**src/rtl/rcas_pkg.sv**
```systemverilog
// rtl/rcas_pkg.sv - shared constants for the sequential ripple-carry add/sub
//
// Purpose: FSM state encoding and operation codes used by rcas_seq.
// Ports:   none (package).
package rcas_pkg;

   // FSM state encoding
   localparam logic [1:0] ST_IDLE = 2'd0;
   localparam logic [1:0] ST_RUN  = 2'd1;
   localparam logic [1:0] ST_DONE = 2'd2;

   // Operation select carried on the con input
   localparam logic OP_ADD = 1'b0;
   localparam logic OP_SUB = 1'b1;

endpackage

```
**src/rtl/rcas_slice.sv**
```systemverilog
// rtl/rcas_slice.sv - combinational DIGIT-bit ripple-carry adder slice
//
// Purpose: adds one DIGIT-bit slice of the operands plus a carry-in.
// Ports:
//   a, b      in  DIGIT  slice operands (b already conditionally inverted)
//   cin       in  1      carry into bit 0 of the slice
//   s         out DIGIT  slice sum
//   cout      out 1      carry out of the slice MSB
//   c_msb_in  out 1      carry into the slice MSB (only with RCAS_OVF_EN)
// Configuration: RCAS_OVF_EN adds the c_msb_in tap for overflow detection.
module rcas_slice #(
   parameter int DIGIT = 2
) (
   input  logic [DIGIT-1:0] a,
   input  logic [DIGIT-1:0] b,
   input  logic             cin,
   output logic [DIGIT-1:0] s,
`ifdef RCAS_OVF_EN
   output logic             c_msb_in,
`endif
   output logic             cout
);

   always_comb begin : ripple
      logic c;
      c = cin;
      s = '0;
`ifdef RCAS_OVF_EN
      c_msb_in = cin;
`endif
      for (int i = 0; i < DIGIT; i++) begin
`ifdef RCAS_OVF_EN
         if (i == DIGIT - 1) begin
            c_msb_in = c;
         end
`endif
         s[i] = a[i] ^ b[i] ^ c;
         c    = (a[i] & b[i]) | (c & (a[i] ^ b[i]));
      end
      cout = c;
   end

endmodule

```
**src/rtl/rcas_seq.sv**
```systemverilog
// rtl/rcas_seq.sv - multi-cycle ripple-carry adder/subtractor, DIGIT bits per clock
//
// Purpose: computes A+B or A-B over N = WIDTH/DIGIT clock cycles, one slice per
//          cycle, with the carry registered between slices. start/done handshake.
// Parameters: WIDTH >= 1, DIGIT must divide WIDTH.
// Ports:
//   clk    in  1      rising-edge clock
//   rst    in  1      asynchronous active-high reset
//   start  in  1      request, honoured only in IDLE or DONE
//   A, B   in  WIDTH  operands, captured on the accepting edge
//   con    in  1      0 = A+B, 1 = A-B; captured on the accepting edge
//   busy   out 1      high while slices are being processed
//   done   out 1      one-cycle pulse, S/Cout (and V) valid
//   S      out WIDTH  result modulo 2^WIDTH, holds until the next accept
//   Cout   out 1      carry out of MSB (for subtraction: 1 = no borrow)
//   V      out 1      signed overflow (only with RCAS_OVF_EN)
// Configuration: define RCAS_OVF_EN to add the V output.
module rcas_seq
   import rcas_pkg::*;
#(
   parameter int WIDTH = 8,
   parameter int DIGIT = 2
) (
   input  logic             clk,
   input  logic             rst,
   input  logic             start,
   input  logic [WIDTH-1:0] A,
   input  logic [WIDTH-1:0] B,
   input  logic             con,
   output logic             busy,
   output logic             done,
   output logic [WIDTH-1:0] S,
`ifdef RCAS_OVF_EN
   output logic             V,
`endif
   output logic             Cout
);

   localparam int N  = WIDTH / DIGIT;
   localparam int CW = (N > 1) ? $clog2(N) : 1;
   localparam logic [CW-1:0] LAST = CW'(N - 1);

   logic [1:0]       state;
   logic [CW-1:0]    count;
   logic [WIDTH-1:0] a_r;
   logic [WIDTH-1:0] bx_r;
   logic             carry;

   logic [DIGIT-1:0] a_sl;
   logic [DIGIT-1:0] b_sl;
   logic [DIGIT-1:0] s_sl;
   logic             cout_sl;
`ifdef RCAS_OVF_EN
   logic             cmsb_sl;
`endif

   // A single slice adder is shared across cycles; count picks the slice.
   assign a_sl = a_r[int'(count) * DIGIT +: DIGIT];
   assign b_sl = bx_r[int'(count) * DIGIT +: DIGIT];

   rcas_slice #(
      .DIGIT (DIGIT)
   ) u_slice (
      .a        (a_sl),
      .b        (b_sl),
      .cin      (carry),
      .s        (s_sl),
`ifdef RCAS_OVF_EN
      .c_msb_in (cmsb_sl),
`endif
      .cout     (cout_sl)
   );

   assign busy = (state == ST_RUN);
   assign done = (state == ST_DONE);

   always_ff @(posedge clk or posedge rst) begin
      if (rst) begin
         state <= ST_IDLE;
         count <= '0;
         a_r   <= '0;
         bx_r  <= '0;
         carry <= 1'b0;
         S     <= '0;
         Cout  <= 1'b0;
`ifdef RCAS_OVF_EN
         V     <= 1'b0;
`endif
      end else begin
         case (state)
            ST_IDLE, ST_DONE: begin
               if (start) begin
                  a_r   <= A;
                  // Subtraction is A + ~B + 1: invert B here, the +1 enters as carry-in.
                  bx_r  <= B ^ {WIDTH{con}};
                  carry <= (con == OP_SUB);
                  count <= '0;
                  state <= ST_RUN;
               end else begin
                  state <= ST_IDLE;
               end
            end
            ST_RUN: begin
               S[int'(count) * DIGIT +: DIGIT] <= s_sl;
               carry <= cout_sl;
               if (count == LAST) begin
                  Cout  <= cout_sl;
`ifdef RCAS_OVF_EN
                  // Last slice holds the MSB, so its top-bit carries give overflow.
                  V     <= cmsb_sl ^ cout_sl;
`endif
                  state <= ST_DONE;
               end else begin
                  count <= count + 1'b1;
               end
            end
            default: state <= ST_IDLE;
         endcase
      end
   end

endmodule
```
**config.mk**
```make
export PLATFORM = sky130hd
export DESIGN_NAME = rcas_seq
export DESIGN_NICKNAME = d
export VERILOG_FILES = /design/src/rtl/rcas_pkg.sv /design/src/rtl/rcas_slice.sv /design/src/rtl/rcas_seq.sv
export SDC_FILE = /design/constraint.sdc
export NUM_CORES = 1
export LEC_CHECK = 0
export BUFFER_PORTS_ARGS = -buffer_cell sky130_fd_sc_hd__buf_2
export CAP_MARGIN = 20
export CORE_MARGIN = 2
export CORE_UTILIZATION = 57
export CTS_BUF_LIST = sky130_fd_sc_hd__clkbuf_2
export DETAILED_ROUTE_END_ITERATION = 8
export GPL_TIMING_DRIVEN = 0
export PLACE_DENSITY = 0.82
export REMOVE_ABC_BUFFERS = 1
export SETUP_SLACK_MARGIN = 0.3
export SLEW_MARGIN = 20
export SYNTH_ARGS = -nofsm -noshare
export SYNTH_HDL_FRONTEND = slang
export SYNTH_HIERARCHICAL = 1
export SYNTH_SLANG_ARGS = --single-unit
```
**constraint.sdc**
```tcl
create_clock -name clk -period 7.3 [get_ports clk]
set_clock_uncertainty 0.05 [all_clocks]
set_input_delay 1.095 -clock clk [delete_from_list [all_inputs] [get_ports clk]]
set_output_delay 1.095 -clock clk [all_outputs]
set_load 0.01 [all_outputs]
```
# == Word level (Yosys, flattened, before mapping) ==
# Index checks and enable logic that the tools add are counted.
# W data, S select, Z words.
# totals
ff_bits,30
latch_bits,0
ram_bits,0
mem_bits_ro,0
in_bits,20
out_inout_bits,11
elab_cells,46
mem_count,0
# op_classes
n_addsub,2
n_mul,0
div,0
n_lt_le_gt_ge,0
n_eq_ne,6
n_shift,4
muxes,9
n_bitwise,11
reduce_logical,7
# ops
cell,count
$neg A3 Y33,1
$shift A2 B33 Y8 const A,1
$shiftx A2 B33 Y8,1
$shiftx A8 B4 Y2,2
$bwmux W8,1
$pmux W2 S2,2
$xor A8 B8 Y8,1
$mux W2,3
$reduce_and A2 Y1,3
$and A1 B1 Y1,4
$eq A2 B2 Y1 const B,2
$ne A2 B2 Y1 const B,2
$xor A1 B1 Y1,4
$reduce_and A3 Y1,1
$add A2 B1 Y2 const B,1
$eq A2 B1 Y1 const B,1
$logic_not A2 Y1,1
$mux W1,2
$ne A2 B1 Y1 const B,1
$or A1 B1 Y1,2
$pmux W1 S2,1
$reduce_bool A2 Y1,1
$reduce_or A2 Y1,1

# == Longest topological paths before layout ==
# logic_depth
depth_word,7
ltp_mapped,8
depth_no_buf,7

# == By module ==
# The synthesis kept the hierarchy.
# modules_own_cells
module,instances,cells_each,area_each_um2,seq_area_each_um2
rcas_seq,1,119,1441.4,750.7
rcas_slice,1,10,70.1,0.0

# == Worst setup path before layout ==
# No wires, ideal clock.
# synth_path
path_type,register to register
startpoint,reg count[0]
endpoint,reg S[1]
setup_time_ns,0.095
t_arrival_ns,2.139
required_time_ns,7.155
setup_slack_ns,5.015
path_stages_with_launch,9
n_path_buf,1
period_less_slack_ns,2.285
cell_sequence,dfrtp_1 buf_2 mux4_2 inv_1 fa_1 fa_1 inv_1 nand2_1 o31ai_1
# synth_via
elab_chain_len,7
elab_cells_between_ends,13
classes_between,add/sub: 1; shift: 4; mux: 1; bitwise: 7
# synth_rtl
item,line,text
"start, declared",rcas_seq.sv:44,logic [CW-1:0] count;
"start signal, assigned",rcas_seq.sv:114,count <= count + 1'b1;
$shiftx A8 B4 Y2 *,rcas_seq.sv:58,assign a_sl = a_r[int'(count) * DIGIT +: DIGIT];
net a_sl[0],rcas_seq.sv:49,logic [DIGIT-1:0] a_sl;
$xor A1 B1 Y1,rcas_slice.sv:38,c = (a[i] & b[i]) | (c & (a[i] ^ b[i]));
$and A1 B1 Y1,rcas_slice.sv:38,
$or A1 B1 Y1 *,rcas_slice.sv:38,
$xor A1 B1 Y1 *,rcas_slice.sv:37,s[i] = a[i] ^ b[i] ^ c;
net s_sl[1],rcas_seq.sv:51,logic [DIGIT-1:0] s_sl;
$shiftx A2 B33 Y8 *,rcas_seq.sv:104,S[int'(count) * DIGIT +: DIGIT] <= s_sl;
$bwmux W8 *,rcas_seq.sv:104,
"end signal, assigned by index",rcas_seq.sv:104,
"end, declared",rcas_seq.sv:32,"output logic [WIDTH-1:0] S,"
# Mark *: on every way through the listed nets, which the timed path passes. The rest lies on a longest branch.
# A chain may end at the register's enable or synchronous reset.

# == Final worst setup path ==
# Same ends and word-level chain as after synthesis.

==> flow_metrics.env <==
export IMPL_regToRegSetupSlack_ns=4.63
export IMPL_cts_tree="done"
export IMPL_yosys_area_share_simple=0.118
export IMPL_swShare=0.424
export IMPL_syn_to_final_growth_pct=12.1
export IMPL_power_frac_comb=0.490
export IMPL_cts_buffers=5
export IMPL_routabilityCongestion=0.749
export IMPL_power_mw=0.738
export IMPL_multi_input_area_um2=668
export IMPL_final_antenna_net_count=0
export IMPL_cts_root_buf="clkbuf_2"
export IMPL_track_usage=0.188
export IMPL_rows=18
export IMPL_fillers=181
export IMPL_clkTransAtPathRegs_ns=0.15
export IMPL_drt_iter0_drc=19
export IMPL_avgRoutedWirePerCell_um=13.5
export IMPL_stdcell_area_mm2=0.00169
export IMPL_maxCapViolCount=0
export IMPL_antenna_found_initial=0
export IMPL_synth_top_family_by_area="multiplexers"
export IMPL_grt_pass1_wl_mm=4.37
export IMPL_synth_compound_area_share=0.0762
export IMPL_yosysTopAreaCell="dfrtp_1"
export IMPL_ys_seq_area_frac=0.497
export IMPL_fin_crit_ns=2.67
export IMPL_initial_core_util=0.605
export IMPL_synth_top_area_frac=0.497
export IMPL_viasPerCell=5.34
export IMPL_crit_fanout=12
export IMPL_core_mm2=0.00250
export IMPL_layout_common_cells="30 x dfrtp_1, 30 x buf_2, 19 x nand2_1, 12 x o21ai_0, 12 x inv_1"
export IMPL_diodes=0
export IMPL_synth_warnings=6
export IMPL_slew_headroom=0.351
export IMPL_hold_viol=0
export IMPL_pwr_share_seq=0.403
export IMPL_synth_area_leaders="dfrtp_1 50%, mux2_2 6.7%, mux4_2 6.0%, nand2_1 4.7%, xnor2_1 4.6%"
export IMPL_regArea_um2=751
export IMPL_min_period_over_period=0.366
export IMPL_synthAdderAreaFrac=0.0679
export IMPL_numPortBuffers=30
export IMPL_synth_xor_area_frac=0.0464
export IMPL_post_cts_setup_buffers=0
export IMPL_switchingPower_mw=0.313
export IMPL_grt_pass1_vias=1012
export IMPL_die_h_um=55.5
export IMPL_tightest_slew_ns=0.973
export IMPL_p_per_area_mw_per_mm2=436
export IMPL_cts_buffer_depth=2
export IMPL_critPathKind="flop to flop"
export IMPL_worstPathRequired_ns=7.51
export IMPL_layout_nets=188
export IMPL_p_leak_nw=0.845
export IMPL_num_vias=1026
export IMPL_status="completed"
export IMPL_synth_cell_type_count=29
export IMPL_htree_levels=2
export IMPL_clockPowerShare=0.107
export IMPL_syn_instance_count=129
export IMPL_p_int_mw=0.426
export IMPL_whs_ns=0.440
export IMPL_hpwl_mm=1.91
export IMPL_grt_max_degree=31
export IMPL_clk_latency_ns=0.36
export IMPL_ctsResizeCount=0
export IMPL_crit_arrival_ns=2.88
export IMPL_drc=0
export IMPL_grt_overflow_total=0
export IMPL_tns_ns=0
export IMPL_dieArea_mm2=0.00308
export IMPL_syn_area_per_cell_um2=11.7
export IMPL_dr_pass1_iters=4
export IMPL_syn_cell_area_mm2=0.00151
export IMPL_rsz0062_at_grt="false"
export IMPL_ys_ff_latch=30
export IMPL_drive_gt1_frac=0.340
export IMPL_io_pins=31
export IMPL_cts_sinks=30
export IMPL_drv_slew=0
export IMPL_die_w_um=55.5
export IMPL_hold_class="flop to flop"
export IMPL_placed_cell_area_mm2=0.00166
export IMPL_clock_fmax_mhz=375
export IMPL_hold_buffers=0
export IMPL_irDropWorstVdd_mv=0.253
export IMPL_start_kind="flop"
export IMPL_final_setup_viol_count=0
export IMPL_routed_wl_mm=2.59
export IMPL_end_kind="flop"
export IMPL_synth_mux_area_fraction=0.133
-- power by group through the flow --
stage / sequential [mW] / combinational (mW) / clock (mW)
2_1_floorplan: 0.295 / 0.257 / 0
3_3_place_gp: 0.297 / 0.339 / 0
3_5_place_dp: 0.303 / 0.355 / 0
4_1_cts: 0.298 / 0.359 / 0.0800
5_1_grt: 0.310 / 0.404 / 0.0882
6_report: 0.297 / 0.362 / 0.0789
-- per-stage QoR --
step                      worst slack (ns)   util  cells
after floorplan                       5.03      -    124
after global placement                4.81  0.662    184
after detailed placement              4.69  0.662    184
after CTS                             4.65  0.678    192
after global routing                  4.46  0.678    192
final                                 4.63  0.678    192
-- flip-flops by register name, summed over array words and instances (netlist names) --
name and cells:
a_r 8, bx_r 8, count 2, carry 1, S 8, state 2
Cout 1
-- synth_stat cells --
master and n:
dfrtp_1 30, nand2_1 19, inv_1 13, o21ai_0 12, mux2_2 9, xnor2_1 8
ha_1 5, mux4_2 4, nand3b_1 3, a22o_1 2, buf_2 2, fa_1 2
nand3_1 2, o2bb2ai_1 2, o31ai_1 2, and2b_1 1, and2b_2 1, and4bb_2 1
buf_4 1, buf_6 1, buf_8 1, mux2i_1 1, nand2_2 1, nand2b_1 1
nand4_1 1, nor2_1 1, nor4b_2 1, o21ai_1 1, or3b_1 1
-- path summary, 6_finish.rpt --
check	depth (start not counted)	from	end
setup / recovery	7	count[0]	S[1]
hold / removal	2	bx_r[5]	bx_r[5]
setup reg to reg	7	count[0]	S[1]
hold reg to reg	2	bx_r[5]	bx_r[5]
max in group asynchronous	2	rst	bx_r[6]
min in group asynchronous	2	rst	S[7]
-- kinds of logic after synthesis --
| group | Yosys count |
|---|---|
| DFF | 30 |
| xor gates and xnor gates | 8 |
| adders and majority gates | 7 |
| AOI/OAI and AO/OA | 19 |
| and+or+nand+nor | 33 |
| muxes | 14 |
| buffers and inverters | 18 |
-- critical path: stages (launching register included) --
cell and delay (ns):
dfrtp_1 0.69, mux4_2 0.56, inv_1 0.10, fa_1 0.21, fa_1 0.43, inv_1 0.14, nand2_1 0.09, o31ai_1 0.30
-- final cells by class --
type                            instances  area share
Clock inverter                          2     0.00517
Sequential cell                        30       0.443
Inverter                               13      0.0288
Multi-Input combinational cell         81       0.394
Timing Repair Buffer                   30      0.0886
Clock buffer                            6      0.0177
Tap cell                               30      0.0222
-- routing by layer --
| metal | part of all wire | GRT usage | routed length, um | vias to the layer above |
|---|---|---|---|---|
| li1 | - | - | - | 498 |
| met1 | 0.42 | 0.219 | 1090 | 491 |
| met2 | 0.52 | 0.306 | 1340 | 31 |
| met3 | 0.049 | 0.0749 | 127 | 6 |
| met4 | 0.016 | 0.0836 | 41 | 0 |
| met5 | 0 | 0 | 0 | - |
Note: power is estimated with default switching activity, not from simulation.
